**src/rtl/wb_stage_ld_if.sv**
```systemverilog
// MEM -> WB handshake bus.
//   master : MEM side, drives the instruction fields and ms_to_ws_valid
//   slave  : WB side, drives ws_allowin
interface wb_stage_ld_if #(
  parameter int REG_AW = 5
);
  logic              ms_to_ws_valid;
  logic              ws_allowin;
  logic [31:0]       ms_pc;
  logic              ms_gr_we;
  logic [REG_AW-1:0] ms_dest;
  logic [31:0]       ms_result;
  logic              ms_ex;
  logic              ms_res_from_mem;
  logic [2:0]        ms_mem_op;
  logic [1:0]        ms_byte_off;
  logic [31:0]       ms_rt_value;

  modport master (
    output ms_to_ws_valid, ms_pc, ms_gr_we, ms_dest, ms_result, ms_ex,
           ms_res_from_mem, ms_mem_op, ms_byte_off, ms_rt_value,
    input  ws_allowin
  );

  modport slave (
    input  ms_to_ws_valid, ms_pc, ms_gr_we, ms_dest, ms_result, ms_ex,
           ms_res_from_mem, ms_mem_op, ms_byte_off, ms_rt_value,
    output ws_allowin
  );
endinterface

```
**src/rtl/wb_stage_ld.sv**
```systemverilog
// Write-back stage with load-data formatting, load-data wait, forwarding
// and a retired-instruction counter.
//   clk, reset            clock, synchronous active-high reset
//   ms                    MEM->WB handshake bus (slave side)
//   data_ok_i/rdata_i     DCache read return
//   rf_*_o                register-file write port
//   ws_fwd_*_o            forwarding to ID, with load-pending stall flag
//   retire_cnt_o          retired non-excepting instruction count
//   debug_wb_*_o          trace port
//
// Load wait FSM:
//   state | meaning
//   IDLE  | no load data held; data comes straight from data_rdata_i
//   HAVE  | load data already captured in data_buf_q, waiting to retire
module wb_stage_ld #(
  parameter int REG_AW = 5,
  parameter int CNT_W  = 32,
  parameter int WEN_W  = 4
) (
  input  logic              clk,
  input  logic              reset,
  wb_stage_ld_if.slave      ms,
  input  logic              data_ok_i,
  input  logic [31:0]       data_rdata_i,
  output logic              rf_we_o,
  output logic [REG_AW-1:0] rf_waddr_o,
  output logic [31:0]       rf_wdata_o,
  output logic              ws_fwd_valid_o,
  output logic [REG_AW-1:0] ws_fwd_dest_o,
  output logic [31:0]       ws_fwd_data_o,
  output logic              ws_fwd_blocked_o,
  output logic [CNT_W-1:0]  retire_cnt_o,
  output logic [31:0]       debug_wb_pc_o,
  output logic [WEN_W-1:0]  debug_wb_rf_wen_o,
  output logic [REG_AW-1:0] debug_wb_rf_wnum_o,
  output logic [31:0]       debug_wb_rf_wdata_o
);

  typedef enum logic {IDLE, HAVE} state_e;

  typedef struct packed {
    logic [31:0]       pc;
    logic              gr_we;
    logic [REG_AW-1:0] dest;
    logic [31:0]       result;
    logic              ex;
    logic              res_from_mem;
    logic [2:0]        mem_op;
    logic [1:0]        byte_off;
    logic [31:0]       rt_value;
  } fields_t;

  state_e           state_q;
  logic [31:0]      data_buf_q;
  logic             ws_valid_q, ws_valid_d;
  fields_t          f_q, f_d;
  logic [CNT_W-1:0] retire_cnt_q, retire_cnt_d;

  logic        got_data, need_data, ready_go, allowin, retire;
  logic [31:0] ld_word, ld_fmt, final_data;
  logic [7:0]  ld_byte;
  logic [15:0] ld_half;

  assign got_data  = (state_q == HAVE);
  assign need_data = ws_valid_q & f_q.res_from_mem & ~f_q.ex;
  assign ready_go  = ~need_data | got_data | data_ok_i;
  assign allowin   = ~ws_valid_q | ready_go;
  assign retire    = ws_valid_q & ready_go;
  assign ms.ws_allowin = allowin;

  always_comb begin
    ws_valid_d   = allowin ? ms.ms_to_ws_valid : ws_valid_q;
    f_d          = f_q;
    if (ms.ms_to_ws_valid && allowin) begin
      f_d.pc           = ms.ms_pc;
      f_d.gr_we        = ms.ms_gr_we;
      f_d.dest         = ms.ms_dest;
      f_d.result       = ms.ms_result;
      f_d.ex           = ms.ms_ex;
      f_d.res_from_mem = ms.ms_res_from_mem;
      f_d.mem_op       = ms.ms_mem_op;
      f_d.byte_off     = ms.ms_byte_off;
      f_d.rt_value     = ms.ms_rt_value;
    end
    retire_cnt_d = (retire && !f_q.ex) ? retire_cnt_q + CNT_W'(1) : retire_cnt_q;
  end

  always_ff @(posedge clk) begin
    if (reset) begin
      ws_valid_q   <= 1'b0;
      f_q          <= '0;
      retire_cnt_q <= '0;
    end else begin
      ws_valid_q   <= ws_valid_d;
      f_q          <= f_d;
      retire_cnt_q <= retire_cnt_d;
    end
  end

  // Retire has priority so a load that takes its data and retires in the
  // same cycle does not leave HAVE set for the next instruction.
  always_ff @(posedge clk) begin
    if (reset) begin
      state_q    <= IDLE;
      data_buf_q <= '0;
    end else begin
      if (data_ok_i && need_data && !got_data) data_buf_q <= data_rdata_i;
      case (state_q)
        IDLE: if (!retire && data_ok_i && need_data) state_q <= HAVE;
        HAVE: if (retire) state_q <= IDLE;
        default: state_q <= IDLE;
      endcase
    end
  end

  always_comb begin
    ld_word = got_data ? data_buf_q : data_rdata_i;
    case (f_q.byte_off)
      2'd0:    ld_byte = ld_word[7:0];
      2'd1:    ld_byte = ld_word[15:8];
      2'd2:    ld_byte = ld_word[23:16];
      default: ld_byte = ld_word[31:24];
    endcase
    ld_half = f_q.byte_off[1] ? ld_word[31:16] : ld_word[15:0];
    case (f_q.mem_op)
      3'd1: ld_fmt = {{24{ld_byte[7]}}, ld_byte};
      3'd2: ld_fmt = {24'd0, ld_byte};
      3'd3: ld_fmt = {{16{ld_half[15]}}, ld_half};
      3'd4: ld_fmt = {16'd0, ld_half};
      3'd5: begin
        case (f_q.byte_off)
          2'd0:    ld_fmt = {ld_word[7:0],  f_q.rt_value[23:0]};
          2'd1:    ld_fmt = {ld_word[15:0], f_q.rt_value[15:0]};
          2'd2:    ld_fmt = {ld_word[23:0], f_q.rt_value[7:0]};
          default: ld_fmt = ld_word;
        endcase
      end
      3'd6: begin
        case (f_q.byte_off)
          2'd0:    ld_fmt = ld_word;
          2'd1:    ld_fmt = {f_q.rt_value[31:24], ld_word[31:8]};
          2'd2:    ld_fmt = {f_q.rt_value[31:16], ld_word[31:16]};
          default: ld_fmt = {f_q.rt_value[31:8],  ld_word[31:24]};
        endcase
      end
      default: ld_fmt = ld_word;
    endcase
    final_data = f_q.res_from_mem ? ld_fmt : f_q.result;
  end

  assign rf_we_o             = retire & f_q.gr_we & ~f_q.ex;
  assign rf_waddr_o          = f_q.dest;
  assign rf_wdata_o          = final_data;
  assign ws_fwd_valid_o      = ws_valid_q & f_q.gr_we & ~f_q.ex & (f_q.dest != '0);
  assign ws_fwd_dest_o       = f_q.dest;
  assign ws_fwd_data_o       = final_data;
  assign ws_fwd_blocked_o    = ws_fwd_valid_o & need_data & ~got_data & ~data_ok_i;
  assign retire_cnt_o        = retire_cnt_q;
  assign debug_wb_pc_o       = f_q.pc;
  assign debug_wb_rf_wen_o   = {WEN_W{rf_we_o}};
  assign debug_wb_rf_wnum_o  = f_q.dest;
  assign debug_wb_rf_wdata_o = final_data;

endmodule

```
**src/flat_wrapper.sv**
```systemverilog
// flat-port wrapper written by rule: the top's interface ports become plain ports
module wb_stage_ld_flat 
#(
  parameter int REG_AW = 5,
  parameter int CNT_W  = 32,
  parameter int WEN_W  = 4
)
  (clk, reset, data_ok_i, data_rdata_i, rf_we_o, rf_waddr_o, rf_wdata_o, ws_fwd_valid_o, ws_fwd_dest_o, ws_fwd_data_o, ws_fwd_blocked_o, retire_cnt_o, debug_wb_pc_o, debug_wb_rf_wen_o, debug_wb_rf_wnum_o, debug_wb_rf_wdata_o, ms_ms_to_ws_valid, ms_ms_pc, ms_ms_gr_we, ms_ms_dest, ms_ms_result, ms_ms_ex, ms_ms_res_from_mem, ms_ms_mem_op, ms_ms_byte_off, ms_ms_rt_value, ms_ws_allowin);
  wb_stage_ld_if #(.REG_AW(REG_AW)) ms_i ();
  input  logic clk;
  input  logic reset;
  input  logic data_ok_i;
  input  logic [31:0] data_rdata_i;
  output logic rf_we_o;
  output logic [REG_AW-1:0] rf_waddr_o;
  output logic [31:0] rf_wdata_o;
  output logic ws_fwd_valid_o;
  output logic [REG_AW-1:0] ws_fwd_dest_o;
  output logic [31:0] ws_fwd_data_o;
  output logic ws_fwd_blocked_o;
  output logic [CNT_W-1:0] retire_cnt_o;
  output logic [31:0] debug_wb_pc_o;
  output logic [WEN_W-1:0] debug_wb_rf_wen_o;
  output logic [REG_AW-1:0] debug_wb_rf_wnum_o;
  output logic [31:0] debug_wb_rf_wdata_o;
  input wire logic [$bits(ms_i.ms_to_ws_valid)-1:0] ms_ms_to_ws_valid;
  input wire logic [$bits(ms_i.ms_pc)-1:0] ms_ms_pc;
  input wire logic [$bits(ms_i.ms_gr_we)-1:0] ms_ms_gr_we;
  input wire logic [$bits(ms_i.ms_dest)-1:0] ms_ms_dest;
  input wire logic [$bits(ms_i.ms_result)-1:0] ms_ms_result;
  input wire logic [$bits(ms_i.ms_ex)-1:0] ms_ms_ex;
  input wire logic [$bits(ms_i.ms_res_from_mem)-1:0] ms_ms_res_from_mem;
  input wire logic [$bits(ms_i.ms_mem_op)-1:0] ms_ms_mem_op;
  input wire logic [$bits(ms_i.ms_byte_off)-1:0] ms_ms_byte_off;
  input wire logic [$bits(ms_i.ms_rt_value)-1:0] ms_ms_rt_value;
  output wire logic [$bits(ms_i.ws_allowin)-1:0] ms_ws_allowin;
  assign ms_i.ms_to_ws_valid = ms_ms_to_ws_valid;
  assign ms_i.ms_pc = ms_ms_pc;
  assign ms_i.ms_gr_we = ms_ms_gr_we;
  assign ms_i.ms_dest = ms_ms_dest;
  assign ms_i.ms_result = ms_ms_result;
  assign ms_i.ms_ex = ms_ms_ex;
  assign ms_i.ms_res_from_mem = ms_ms_res_from_mem;
  assign ms_i.ms_mem_op = ms_ms_mem_op;
  assign ms_i.ms_byte_off = ms_ms_byte_off;
  assign ms_i.ms_rt_value = ms_ms_rt_value;
  assign ms_ws_allowin = ms_i.ws_allowin;
  wb_stage_ld #(.REG_AW(REG_AW), .CNT_W(CNT_W), .WEN_W(WEN_W)) u_core (.clk(clk), .reset(reset), .ms(ms_i), .data_ok_i(data_ok_i), .data_rdata_i(data_rdata_i), .rf_we_o(rf_we_o), .rf_waddr_o(rf_waddr_o), .rf_wdata_o(rf_wdata_o), .ws_fwd_valid_o(ws_fwd_valid_o), .ws_fwd_dest_o(ws_fwd_dest_o), .ws_fwd_data_o(ws_fwd_data_o), .ws_fwd_blocked_o(ws_fwd_blocked_o), .retire_cnt_o(retire_cnt_o), .debug_wb_pc_o(debug_wb_pc_o), .debug_wb_rf_wen_o(debug_wb_rf_wen_o), .debug_wb_rf_wnum_o(debug_wb_rf_wnum_o), .debug_wb_rf_wdata_o(debug_wb_rf_wdata_o));
endmodule
```
**config.mk**
```make
export PLATFORM = sky130hd
export DESIGN_NAME = wb_stage_ld_flat
export DESIGN_NICKNAME = d
export VERILOG_FILES = /design/src/rtl/wb_stage_ld_if.sv /design/src/rtl/wb_stage_ld.sv /design/src/flat_wrapper.sv
export SDC_FILE = /design/constraint.sdc
export NUM_CORES = 1
export LEC_CHECK = 0
export BUFFER_PORTS_ARGS = -buffer_cell sky130_fd_sc_hd__buf_2
export CAP_MARGIN = 10
export CORE_ASPECT_RATIO = 1.4
export CORE_UTILIZATION = 50
export DETAILED_ROUTE_END_ITERATION = 8
export PLACE_DENSITY = 0.79
export SLEW_MARGIN = 30
export SYNTH_ARGS = -nofsm -noshare
export SYNTH_HDL_FRONTEND = slang
export SYNTH_SLANG_ARGS = --single-unit
```
**constraint.sdc**
```tcl
create_clock -name clk -period 3.87 [get_ports clk]
set_clock_uncertainty 0.15 [all_clocks]
set_input_delay 0.1935 -clock clk [delete_from_list [all_inputs] [get_ports clk]]
set_output_delay 0.1935 -clock clk [all_outputs]
set_load 0.02 [all_outputs]
```
==> metrics.md <==
| Metric | Value |
|---|---|
| Outcome | `finished clean` |
| Synth cell count leaders | `273 x nand2_1, 175 x dfxtp_1, 133 x a21oi_1` |
| Clk slew on worst S/H paths | `0.07 ns` |
| NetSw | `~1.6 mW` |
| Routed len/inst | `20.0 um` |
| Leakage power | `5.87 nW` |
| Syn. warnings | `0` |
| Crit path max-delay family | `compound AO/OA/AOI/OAI gates` |
| Drt drc | `0` |
| Seq pwr share | `0.405` |
| Antenna viol nets, final | `0` |
| Die footprint | `21100 um2` |
| Clock root cell | `clkbuf_16` |
| Ys async rst share | `0` |
| Die W | `123 um` |
| Final setup TNS | `0 ns` |
| Crit-path max cell delay | `roughly 0.68 ns` |
| # resized after CTS | `0` |
| WP data required | `3.53 ns` |
| Synth top area cells | `dfxtp_1 34%, nand2_1 10%, buf_4 9.0%` |
| Worst Path Buf+Inv | `2` |
| Clock sink total | `175` |
| Initial Util | `0.513` |
| Type of the worst setup path | `reg2out` |
| Final wirelength | `37400 um` |
| Flop2flop setup slack | `0.98 ns` |
| P_int | `approximately 3.2 mW` |
| Die H | `approximately 170 um` |
| Main flop type after synthesis | `dfxtp_1` |
| # port buffers | `approximately 330` |
| Post-synthesis sequential area ratio | `0.342` |
| CP Capture Type | `output pin` |
| Mapped Area | `just over 10000 um2` |
| R2R Path Start | `u_core.f_q[37]` |
| Hpwl dp | `25800 um` |
| Vias in the first global route | `10100` |
| Gr usage total | `0.347` |
| Mapped Nets | `around 1400` |
| Worst hold path class | `in2reg` |
| Cell taking the most area after synthesis | `dfxtp_1` |
| # IOs | `328` |
| RSZ-0062 raised after global routing | `false` |
| Synthesized flop and latch total | `between 150 and 200` |
| CTS H-tree lvls | `4` |
| Clock group share of total power | `0.376` |
| Slew @ Worst Pin | `a little under 1 ns` |
| Largest net degree at the start of global routing | `108` |
| Core Region | `20000 um2` |
| Crit path from | `u_core.got_data` |
| Final nets | `1747` |
| Top cell type's share of synthesized area | `0.342` |
| VDD IR max | `0.000306 V` |
| Dominant cell by count in the synthesized netlist | `nand2_1` |
| Mean Syn Cell Area | `7.94 um2` |
| Rows | `61` |
| Gpl congestion | `approximately 1.1` |
| Worst Hold Launch | `data_ok_i` |
| Clock latency on the worst-skew pair | `0.44 ns` |
| Area growth syn-to-layout | `28.9%` |
| Min Tclk post-route | `3.61 ns` |
| Finished Cell Area | `13200 um2` |
| Switching portion of total power | `0.327` |
| Layout cells sized above 1 | `0.276` |
| Worst EP arrival | `3.26 ns` |
| Power Dens Cells | `361 nW/um2` |
| Period utilization | `0.932` |
| Initial antenna violation count | `2` |
| Final Hold Viols | `0` |
| Slew Viols, Final | `0` |
| Cell variety after synth | `65` |
| Total grt overflow | `0` |
| Max cap viols | `0` |
| Maximum clock rate | `approximately 280 MHz` |
| Max-Slew Margin vs Limit | `0.339` |
| CTS Buf Count | `17` |
| Via density | `5.82` |
| Clock buffer depth | `2` |
| EDFF count, synth | `0` |
| CTS tree | `built` |
| DRT iter0 DRCs | `a little over 800` |
| Final setup fails | `0` |
| Crit path cell chain | `mux2_2 -> mux2i_1 -> a31oi_2 -> a2111oi_0 -> buf_4 -> o2bb2ai_1 -> buf_2` |
| Critical-path top delay cell | `dfxtp_2` |
| Vias | `10900` |
| Critical Path Fanout Max | `19` |
| Global-route wire length before repair | `roughly 55000 um` |
| Post-Place Cell Area | `11200 um2` |
| Logic pwr share | `0.220` |
| CP startpoint kind | `flip-flop` |
| Cell count after synthesis | `1292` |
| DR pass1 iterations | `6` |
-- timing repair --
item | in CTS | in global routing
hold buffers | 142 | 0
setup buffers | 0 | 0
hold endpoints to repair | 142 | 0
-- power by group through the flow --
stage,clock (mW),sequential (mW),combinational [mW]
after global routing,1.89,1.94,1.12
after CTS,1.82,1.93,1.02
after floorplan,0,1.94,0.696
final,1.79,1.93,1.05
after detailed placement,0,1.97,0.906
after global placement,0,1.97,0.900
-- worst reg2reg max path: cells and delay by family (launching register included) --
family          cells  cell delay (ns)
compound gates      1             0.16
buf+inv             1             0.33
flops               1             0.71
simple gates        4             1.47
-- layout make-up --
class                   instances  area [um2]
clock inverters                15         198
clock buffers                  17         425
multi-input cells             902        5410
inverters                       7        26.3
flip-flops and latches        175        3510
repair buffers                498        3330
well taps                     252         315
fillers                      1724        6780
diodes                          2        5.00
-- per-layer routing --
layer  wire (um)  up-vias  global-route usage
met1       14600     5164               0.403
met2       18400      537               0.590
met4        2210        0               0.215
li1            -     5030                   -
met5           0        -                   0
met3        2290      146              0.0557
-- stage by stage --
stage | setup slack, ns | cells | utilization | power (mW) | hold WS (ns)
final | 0.265 | 1868 | 0.661 | 4.78 | 0.0627
after global placement | 0.814 | 1692 | 0.559 | 2.87 | 0.281
after CTS | 0.290 | 1866 | 0.661 | 4.77 | 0.0541
after floorplan | 1.17 | 1292 | - | 2.64 | 0.161
after global routing | 0.131 | 1868 | 0.661 | 4.94 | 0.0996
after detailed placement | 0.769 | 1692 | 0.559 | 2.88 | 0.287
-- layout by cell type (no fill, tap or decap), types with 18 or more instances in the layout --
master,n
mux2i_1,71
buf_4,26
o21ai_0,32
dlygate4sd3_1,142
nor2_1,110
xor2_1,19
nand2_1,272
o22ai_1,26
a221oi_1,18
dfxtp_1,172
mux2_2,27
buf_2,326
a21oi_1,132
-- state kept, by name (all words and copies together) (netlist names) --
name	flops
u_core.f_q	72
u_core.data_buf_q	32
u_core.debug_wb_pc_o	32
u_core.retire_cnt_o	32
u_core.debug_wb_rf_wnum_o	5
u_core.got_data	1
u_core.ws_valid_q	1
-- kinds of logic (layout without fill, tap and decap cells) --
family,Yosys count,count (layout),synth area share
compound gates,295,295,0.190
fa+ha+maj,1,1,0.00122
buf+inv,215,537,0.132
simple gates,477,477,0.204
mux,105,105,0.111
other cells,0,2,0
flops,175,175,0.342
xor+xnor,24,24,0.0205
-- worst paths after layout --
path	end	depth (start not counted)
worst min register to register	u_core.debug_wb_pc_o[1]	2
worst max register to register	u_core.f_q[56]	6
worst max-delay path	rf_wdata_o[22]	7
worst min-delay path	u_core.ws_valid_q	4
(Power assumes the default switching activity.)
